File: config.mk
export PLATFORM = sky130hd
export DESIGN_NAME = sram_port_arbiter_flat
export DESIGN_NICKNAME = d
export VERILOG_FILES = /design/src/rtl/sram_port_arbiter_pkg.sv /design/src/rtl/sram_port_arbiter_if.sv /design/src/rtl/sram_port_arbiter_arb_priority_select.sv /design/src/rtl/sram_port_arbiter.sv /design/src/flat_wrapper.sv
export SDC_FILE = /design/constraint.sdc
export NUM_CORES = 1
export LEC_CHECK = 0
export CAP_MARGIN = 25
export CORE_ASPECT_RATIO = 0.9
export CORE_MARGIN = 10
export CORE_UTILIZATION = 44
export DETAILED_ROUTE_END_ITERATION = 8
export PLACE_DENSITY = 0.89
export SETUP_SLACK_MARGIN = 0.05
export SLEW_MARGIN = 20
export SYNTH_ARGS = -nofsm -noshare
export SYNTH_HDL_FRONTEND = slang
export SYNTH_SLANG_ARGS = --single-unit
File: constraint.sdc
create_clock -name clk -period 3.28 [get_ports clk]
set_input_delay 0.656 -clock clk [delete_from_list [all_inputs] [get_ports clk]]
set_output_delay 0.656 -clock clk [all_outputs]
set_load 0.005 [all_outputs]
File: src/rtl/sram_port_arbiter_pkg.sv
// Shared types and constants for the two-port SPI SRAM arbiter.
package sram_port_arbiter_pkg;

   localparam int DEFAULT_WORD_WIDTH    = 16;
   localparam int DEFAULT_ADDRESS_WIDTH = 15;

   localparam logic PORT_A = 1'b0;
   localparam logic PORT_B = 1'b1;

   typedef enum logic [2:0] {
      ARB_IDLE      = 3'd0,
      ARB_ISSUE     = 3'd1,
      ARB_WAIT_RISE = 3'd2,
      ARB_WAIT_FALL = 3'd3,
      ARB_DONE      = 3'd4
   } arb_state_e;

   // Increment that sticks at the limit instead of wrapping.
   function automatic logic [3:0] sat_inc(input logic [3:0] value, input logic [3:0] limit);
      return (value >= limit) ? limit : value + 4'd1;
   endfunction

endpackage

File: src/rtl/sram_port_arbiter_if.sv
// Requester ports A/B plus the encoder-facing signals of the arbiter.
interface sram_port_arbiter_if
   import sram_port_arbiter_pkg::*;
#(
   parameter int WORD_WIDTH    = DEFAULT_WORD_WIDTH,
   parameter int ADDRESS_WIDTH = DEFAULT_ADDRESS_WIDTH
) ();

   logic                     a_req;
   logic                     a_we;
   logic [ADDRESS_WIDTH-1:0] a_addr;
   logic [WORD_WIDTH-1:0]    a_wdata;
   logic [WORD_WIDTH-1:0]    a_rdata;
   logic                     a_done;

   logic                     b_req;
   logic                     b_we;
   logic [ADDRESS_WIDTH-1:0] b_addr;
   logic [WORD_WIDTH-1:0]    b_wdata;
   logic [WORD_WIDTH-1:0]    b_rdata;
   logic                     b_done;

   logic                     enc_initialized;
   logic                     enc_busy;
   logic [WORD_WIDTH-1:0]    enc_data_in;
   logic                     enc_request;
   logic [ADDRESS_WIDTH-1:0] enc_address;
   logic                     enc_write_enable;
   logic [WORD_WIDTH-1:0]    enc_data_out;
   logic                     grant_b;

   // Requesters and the encoder together form the master side.
   modport master (
      output a_req, a_we, a_addr, a_wdata,
      input  a_rdata, a_done,
      output b_req, b_we, b_addr, b_wdata,
      input  b_rdata, b_done,
      output enc_initialized, enc_busy, enc_data_in,
      input  enc_request, enc_address, enc_write_enable, enc_data_out, grant_b
   );

   // The arbiter itself.
   modport slave (
      input  a_req, a_we, a_addr, a_wdata,
      output a_rdata, a_done,
      input  b_req, b_we, b_addr, b_wdata,
      output b_rdata, b_done,
      input  enc_initialized, enc_busy, enc_data_in,
      output enc_request, enc_address, enc_write_enable, enc_data_out, grant_b
   );

endinterface

File: src/rtl/sram_port_arbiter_arb_priority_select.sv
// Winner selection (A has priority) with a saturating count of A grants
// made while B waits, so B is forced through after MAX_CONSEC_A of them.
module arb_priority_select
   import sram_port_arbiter_pkg::*;
#(
   parameter int MAX_CONSEC_A = 4
) (
   input  logic clk,
   input  logic reset_n,
   input  logic a_req,
   input  logic b_req,
   input  logic in_idle,
   input  logic grant,
   output logic sel_b
);

   localparam logic [3:0] MAX_C = 4'(MAX_CONSEC_A);

   logic [3:0] consec_a_q;
   logic [3:0] consec_a_d;

   // B wins only when A is absent or A has used up its consecutive budget.
   always_comb begin
      sel_b = b_req && (!a_req || (consec_a_q == MAX_C));
   end

   // Count A grants against a pending B; any B grant or idle cycle without B clears.
   always_comb begin
      consec_a_d = consec_a_q;
      if (in_idle) begin
         if (grant && sel_b) begin
            consec_a_d = '0;
         end else if (!b_req) begin
            consec_a_d = '0;
         end else if (grant) begin
            consec_a_d = sat_inc(consec_a_q, MAX_C);
         end
      end
   end

   // Counter register.
   always_ff @(posedge clk or negedge reset_n) begin
      if (!reset_n) begin
         consec_a_q <= '0;
      end else begin
         consec_a_q <= consec_a_d;
      end
   end

endmodule

File: src/rtl/sram_port_arbiter.sv
// Shares one SPI SRAM encoder between requesters A and B: latches the
// winner's command, pulses the encoder request (reissuing it if busy never
// rises), waits out the busy window and returns read data with a done pulse.
module sram_port_arbiter
   import sram_port_arbiter_pkg::*;
#(
   parameter int WORD_WIDTH    = DEFAULT_WORD_WIDTH,
   parameter int ADDRESS_WIDTH = DEFAULT_ADDRESS_WIDTH,
   parameter int MAX_CONSEC_A  = 4,
   parameter int BUSY_WAIT     = 3
) (
   input  logic               clk,
   input  logic               reset_n,
   sram_port_arbiter_if.slave bus
);

   localparam logic [2:0] BUSY_WAIT_C = 3'(BUSY_WAIT);

   arb_state_e               state_q;
   arb_state_e               state_d;
   logic [2:0]               retry_q;
   logic [2:0]               retry_d;
   logic                     grant_b_q;
   logic                     grant_b_d;
   logic [ADDRESS_WIDTH-1:0] enc_address_q;
   logic [ADDRESS_WIDTH-1:0] enc_address_d;
   logic                     enc_we_q;
   logic                     enc_we_d;
   logic [WORD_WIDTH-1:0]    enc_data_out_q;
   logic [WORD_WIDTH-1:0]    enc_data_out_d;
   logic [WORD_WIDTH-1:0]    a_rdata_q;
   logic [WORD_WIDTH-1:0]    a_rdata_d;
   logic [WORD_WIDTH-1:0]    b_rdata_q;
   logic [WORD_WIDTH-1:0]    b_rdata_d;

   logic in_idle;
   logic grant_fire;
   logic sel_b;
   logic retry_last;

   assign in_idle    = (state_q == ARB_IDLE);
   assign grant_fire = in_idle && bus.enc_initialized && !bus.enc_busy && (bus.a_req || bus.b_req);
   assign retry_last = ((retry_q + 3'd1) == BUSY_WAIT_C);

   arb_priority_select #(
      .MAX_CONSEC_A (MAX_CONSEC_A)
   ) u_priority_select (
      .clk     (clk),
      .reset_n (reset_n),
      .a_req   (bus.a_req),
      .b_req   (bus.b_req),
      .in_idle (in_idle),
      .grant   (grant_fire),
      .sel_b   (sel_b)
   );

   // FSM state register.
   always_ff @(posedge clk or negedge reset_n) begin
      if (!reset_n) begin
         state_q <= ARB_IDLE;
      end else begin
         state_q <= state_d;
      end
   end

   // FSM next state: grant, pulse, wait for busy to rise (or retry), wait for it to fall.
   always_comb begin
      state_d = state_q;
      case (state_q)
         ARB_IDLE: begin
            if (grant_fire) state_d = ARB_ISSUE;
         end
         ARB_ISSUE: begin
            state_d = ARB_WAIT_RISE;
         end
         ARB_WAIT_RISE: begin
            if (bus.enc_busy) begin
               state_d = ARB_WAIT_FALL;
            end else if (retry_last) begin
               state_d = ARB_ISSUE;
            end
         end
         ARB_WAIT_FALL: begin
            if (!bus.enc_busy) state_d = ARB_DONE;
         end
         ARB_DONE: begin
            state_d = ARB_IDLE;
         end
         default: begin
            state_d = ARB_IDLE;
         end
      endcase
   end

   // FSM outputs: request pulse and the winner's done pulse are pure state decodes.
   always_comb begin
      bus.enc_request = (state_q == ARB_ISSUE);
      bus.a_done      = (state_q == ARB_DONE) && (grant_b_q == PORT_A);
      bus.b_done      = (state_q == ARB_DONE) && (grant_b_q == PORT_B);
   end

   // Datapath next values: latch command on grant, count retries, capture read data.
   always_comb begin
      retry_d        = retry_q;
      grant_b_d      = grant_b_q;
      enc_address_d  = enc_address_q;
      enc_we_d       = enc_we_q;
      enc_data_out_d = enc_data_out_q;
      a_rdata_d      = a_rdata_q;
      b_rdata_d      = b_rdata_q;
      case (state_q)
         ARB_IDLE: begin
            if (grant_fire) begin
               grant_b_d = sel_b ? PORT_B : PORT_A;
               if (sel_b) begin
                  enc_address_d  = bus.b_addr;
                  enc_we_d       = bus.b_we;
                  enc_data_out_d = bus.b_wdata;
               end else begin
                  enc_address_d  = bus.a_addr;
                  enc_we_d       = bus.a_we;
                  enc_data_out_d = bus.a_wdata;
               end
            end
         end
         ARB_ISSUE: begin
            retry_d = '0;
         end
         ARB_WAIT_RISE: begin
            if (!bus.enc_busy) retry_d = retry_q + 3'd1;
         end
         ARB_WAIT_FALL: begin
            if (!bus.enc_busy && !enc_we_q) begin
               if (grant_b_q == PORT_B) begin
                  b_rdata_d = bus.enc_data_in;
               end else begin
                  a_rdata_d = bus.enc_data_in;
               end
            end
         end
         default: begin
         end
      endcase
   end

   // Datapath registers.
   always_ff @(posedge clk or negedge reset_n) begin
      if (!reset_n) begin
         retry_q        <= '0;
         grant_b_q      <= 1'b0;
         enc_address_q  <= '0;
         enc_we_q       <= 1'b0;
         enc_data_out_q <= '0;
         a_rdata_q      <= '0;
         b_rdata_q      <= '0;
      end else begin
         retry_q        <= retry_d;
         grant_b_q      <= grant_b_d;
         enc_address_q  <= enc_address_d;
         enc_we_q       <= enc_we_d;
         enc_data_out_q <= enc_data_out_d;
         a_rdata_q      <= a_rdata_d;
         b_rdata_q      <= b_rdata_d;
      end
   end

   assign bus.enc_address      = enc_address_q;
   assign bus.enc_write_enable = enc_we_q;
   assign bus.enc_data_out     = enc_data_out_q;
   assign bus.a_rdata          = a_rdata_q;
   assign bus.b_rdata          = b_rdata_q;
   assign bus.grant_b          = grant_b_q;

endmodule

File: src/flat_wrapper.sv
// flat-port wrapper written by rule: the top's interface ports become plain ports
module sram_port_arbiter_flat import sram_port_arbiter_pkg::*;
#(
   parameter int WORD_WIDTH    = DEFAULT_WORD_WIDTH,
   parameter int ADDRESS_WIDTH = DEFAULT_ADDRESS_WIDTH,
   parameter int MAX_CONSEC_A  = 4,
   parameter int BUSY_WAIT     = 3
)
  (clk, reset_n, bus_a_req, bus_a_we, bus_a_addr, bus_a_wdata, bus_a_rdata, bus_a_done, bus_b_req, bus_b_we, bus_b_addr, bus_b_wdata, bus_b_rdata, bus_b_done, bus_enc_initialized, bus_enc_busy, bus_enc_data_in, bus_enc_request, bus_enc_address, bus_enc_write_enable, bus_enc_data_out, bus_grant_b);
  sram_port_arbiter_if #(.WORD_WIDTH(WORD_WIDTH), .ADDRESS_WIDTH(ADDRESS_WIDTH)) bus_i ();
  input  logic clk;
  input  logic reset_n;
  input wire logic [$bits(bus_i.a_req)-1:0] bus_a_req;
  input wire logic [$bits(bus_i.a_we)-1:0] bus_a_we;
  input wire logic [$bits(bus_i.a_addr)-1:0] bus_a_addr;
  input wire logic [$bits(bus_i.a_wdata)-1:0] bus_a_wdata;
  output wire logic [$bits(bus_i.a_rdata)-1:0] bus_a_rdata;
  output wire logic [$bits(bus_i.a_done)-1:0] bus_a_done;
  input wire logic [$bits(bus_i.b_req)-1:0] bus_b_req;
  input wire logic [$bits(bus_i.b_we)-1:0] bus_b_we;
  input wire logic [$bits(bus_i.b_addr)-1:0] bus_b_addr;
  input wire logic [$bits(bus_i.b_wdata)-1:0] bus_b_wdata;
  output wire logic [$bits(bus_i.b_rdata)-1:0] bus_b_rdata;
  output wire logic [$bits(bus_i.b_done)-1:0] bus_b_done;
  input wire logic [$bits(bus_i.enc_initialized)-1:0] bus_enc_initialized;
  input wire logic [$bits(bus_i.enc_busy)-1:0] bus_enc_busy;
  input wire logic [$bits(bus_i.enc_data_in)-1:0] bus_enc_data_in;
  output wire logic [$bits(bus_i.enc_request)-1:0] bus_enc_request;
  output wire logic [$bits(bus_i.enc_address)-1:0] bus_enc_address;
  output wire logic [$bits(bus_i.enc_write_enable)-1:0] bus_enc_write_enable;
  output wire logic [$bits(bus_i.enc_data_out)-1:0] bus_enc_data_out;
  output wire logic [$bits(bus_i.grant_b)-1:0] bus_grant_b;
  assign bus_i.a_req = bus_a_req;
  assign bus_i.a_we = bus_a_we;
  assign bus_i.a_addr = bus_a_addr;
  assign bus_i.a_wdata = bus_a_wdata;
  assign bus_a_rdata = bus_i.a_rdata;
  assign bus_a_done = bus_i.a_done;
  assign bus_i.b_req = bus_b_req;
  assign bus_i.b_we = bus_b_we;
  assign bus_i.b_addr = bus_b_addr;
  assign bus_i.b_wdata = bus_b_wdata;
  assign bus_b_rdata = bus_i.b_rdata;
  assign bus_b_done = bus_i.b_done;
  assign bus_i.enc_initialized = bus_enc_initialized;
  assign bus_i.enc_busy = bus_enc_busy;
  assign bus_i.enc_data_in = bus_enc_data_in;
  assign bus_enc_request = bus_i.enc_request;
  assign bus_enc_address = bus_i.enc_address;
  assign bus_enc_write_enable = bus_i.enc_write_enable;
  assign bus_enc_data_out = bus_i.enc_data_out;
  assign bus_grant_b = bus_i.grant_b;
  sram_port_arbiter #(.WORD_WIDTH(WORD_WIDTH), .ADDRESS_WIDTH(ADDRESS_WIDTH), .MAX_CONSEC_A(MAX_CONSEC_A), .BUSY_WAIT(BUSY_WAIT)) u_core (.clk(clk), .reset_n(reset_n), .bus(bus_i));
endmodule
==> reports/metrics.cfg <==
[status]
status = finished, final reports clean

[cts]
cts_sinks = 75
clk_pin_slew_ns = 0.09
cts_tree = done
post_cts_buffers = 0
htreeDepth = 3
cts-root-buf = clkbuf_8
clock_latency_ns = 0.34
post_cts_resize_count = 0
ctsHoldBuffers = 0
clk_path_buf_depth = 2
numCtsBuffers = 9

[floorplanning]
core_sq_um = 7180
die_h_um = 102
rows = 29
initial_utilization_pct = 46.0
die_w_um = 111
dieArea_sq_um = 11400
ios = 154

[detailed_routing]
wl_per_cell_um = 17.5
via_per_inst = 5.10
drtAntennaViolNets = 0
drtIter0Drc = 89
vias = 2867
drc = 0
drt-pass1-iter-count = 4
wl_um = 9850

[timing]
timing.fmax_mhz = 400
slew_viol_final = 0
slew_headroom_pct = 57.7
hold_viol_final = 0
tns_ns = 0
setup_viol_count_final = 0
tightest_slew_ns = 0.635
finClkSkew_ns = 0.00882
finalCritPeriodShare_pct = 76.2
whs_ns = 0.204
finalCriticalPeriod_ns = 2.50
rsz0062_at_grt = no

[synth]
ys_warn_count = 0
synth.distinct_cells = 38
synthCells = 314
ys_seq_area_share_pct = 56.8
syn_nets = 404
synth_edf_count = 0
syn_avg_cell_area_sq_um = 10.5
async_flop_share_pct = 100
synth_area_sq_um = 3300
synth_top_flop_cell = dfrtp_1
ys_seq_elements = 75

[global_routing]
grt_pass1_wl_um = 15500
grt_overflow = 0
grt_max_degree = 76
grt_pass1_vias = 3014
track_usage_pct = 17.0
antenna_found_initial = 0

[worst_setup_path]
rr_worst_depth = 5
startpoint_type = register
worstReg2RegStart = u_core.state_q[0]
slowest_stage = dfrtp_1
cp_cell_sequence = nor2_1 -> nand2_1 -> nor2_1 -> clkdlybuf4s50_1
rrSetupSlack_ns = 1.30
r2r_end = u_core.bus.enc_address[0]
end_kind = output port
required_ns = 2.62
cpMostUsedCell = nor2_1
critPathKind = reg -> out
worstPathMaxFanout = 14
arrival_ns = 1.84
cpPeakStageDelay_ns = 0.53

[min_path]
hold_path.class = in -> async

[layout]
syn2layout_area_growth_pct = 54.8
fillCellCount = 519
layout_commonest_cell = clkdlybuf4s50_1
drive_gt1_share_pct = 13.2
fin_area_sq_um = 5110
fin_nets = 554
final_cell_mix = 152 x clkdlybuf4s50_1, 75 x dfrtp_1, 71 x nand2_1, 36 x nor2_1, 33 x mux2_2
n_antenna_cell = 0

[pwr]
internal_power_w = 0.00263
p_seq_share_pct = 41.5
swShare_pct = 31.5
p_per_area_nw_per_um2 = 751
leakage_nw = 2.20
netSwitchingPower_w = 0.00121
total_power_w = 0.00384
ir_worst_vdd_mv = 0.462
p_clk_share_pct = 17.1
comb_power_share_pct = 41.4

[placement]
place_area_sq_um = 4900
routabilityCongestion = 0.777
io_buffers = 153
hpwl_um = 7710

[run]
maxCapViolCount = 0

## power groups by stage
stage,Combinational [W],Clock [W],Sequential (W)
floorplan,0.000596,0,0.00157
global placement,0.00156,0,0.00159
detailed placement,0.00161,0,0.00162
CTS,0.00162,0.000678,0.00160
global route,0.00173,0.000731,0.00165
finish,0.00159,0.000658,0.00159
## per-layer routing
metal  part of all wire [%]  GRT usage, %  up-vias
li1                       -             -     1377
met1                     41          18.4     1358
met2                     46          27.8      128
met3                     12          11.1        4
met4                   0.43          3.55        0
met5                      0             0        -
## logic make-up (layout without fill, tap and decap cells)
kind of cell / count (synthesis) / count (layout) / share of synthesized area, %
AND/OR/NAND/NOR: 126 / 126 / 16.6
AO/OA/AOI/OAI: 51 / 51 / 10.3
XOR/XNOR: 1 / 1 / 0.265
flip-flops: 75 / 75 / 56.8
adder cells (fa/ha/maj): 4 / 4 / 1.52
buffers and inverters: 24 / 179 / 3.33
multiplexers: 33 / 33 / 11.3
## layout make-up
cell class / instances / area, sq um / area share (%)
inverter: 5 / 18.8 / 0.367
tap: 93 / 116 / 2.28
clock buffer: 9 / 124 / 2.42
multi-input combinational: 215 / 1320 / 25.8
timing repair buffer: 158 / 1600 / 31.3
sequential: 75 / 1880 / 36.7
clock inverter: 7 / 57.6 / 1.13
## stage by stage
stage | utilization, % | setup WS [ns] | std cells
floorplan | - | 1.37 | 314
global placement | 68.3 | 0.865 | 545
detailed placement | 68.3 | 0.781 | 545
CTS | 70.8 | 0.754 | 561
global route | 71.2 | 0.676 | 562
finish | 71.2 | 0.780 | 562
## critical path, delay by kind of cell (launching register included)
family        cells  cell delay [ns]
buf+inv           1             0.52
flops             1             0.53
simple gates      3             0.45
## worst max-delay path by stage
stage / startpoint / endpoint / slack (ns) / cells after the start
floorplan: bus_enc_busy / u_core.bus.a_rdata[0] / 1.37 / 5
global placement: bus_b_req / u_core.bus.grant_b / 0.87 / 4
detailed placement: bus_b_req / u_core.bus.enc_address[0] / 0.78 / 5
CTS: u_core.state_q[0] / bus_a_done / 0.75 / 4
global route: u_core.state_q[0] / bus_a_done / 0.68 / 4
finish: u_core.state_q[0] / bus_a_done / 0.78 / 4
## synth_stat cells (2+ instances only)
| cell type | number | area share, % |
|---|---|---|
| a22o_1 | 3 | 0.80 |
| nor2b_1 | 2 | 0.38 |
| inv_1 | 5 | 0.57 |
| nand2b_1 | 2 | 0.38 |
| a31oi_1 | 32 | 6.1 |
| dfrtp_1 | 75 | 57 |
| o21ai_0 | 4 | 0.61 |
| a21oi_1 | 3 | 0.45 |
| nor2_1 | 37 | 4.2 |
| nor3b_1 | 2 | 0.45 |
| nand2_1 | 71 | 8.1 |
| mux2_2 | 33 | 11 |
| buf_2 | 10 | 1.5 |
| ha_1 | 4 | 1.5 |
| clkbuf_1 | 8 | 0.91 |
## flip-flops by register name (all words and copies together) (netlist names)
name / count
u_core.bus.enc_write_enable: 1
u_core.bus.enc_address: 15
u_core.bus.b_rdata: 16
u_core.bus.a_rdata: 16
u_core.state_q: 3
u_core.retry_q: 3
u_core.bus.grant_b: 1
u_core.bus.enc_data_out: 16
u_core.u_priority_select.consec_a_q: 4
Note: power is estimated with default switching activity, not from simulation.
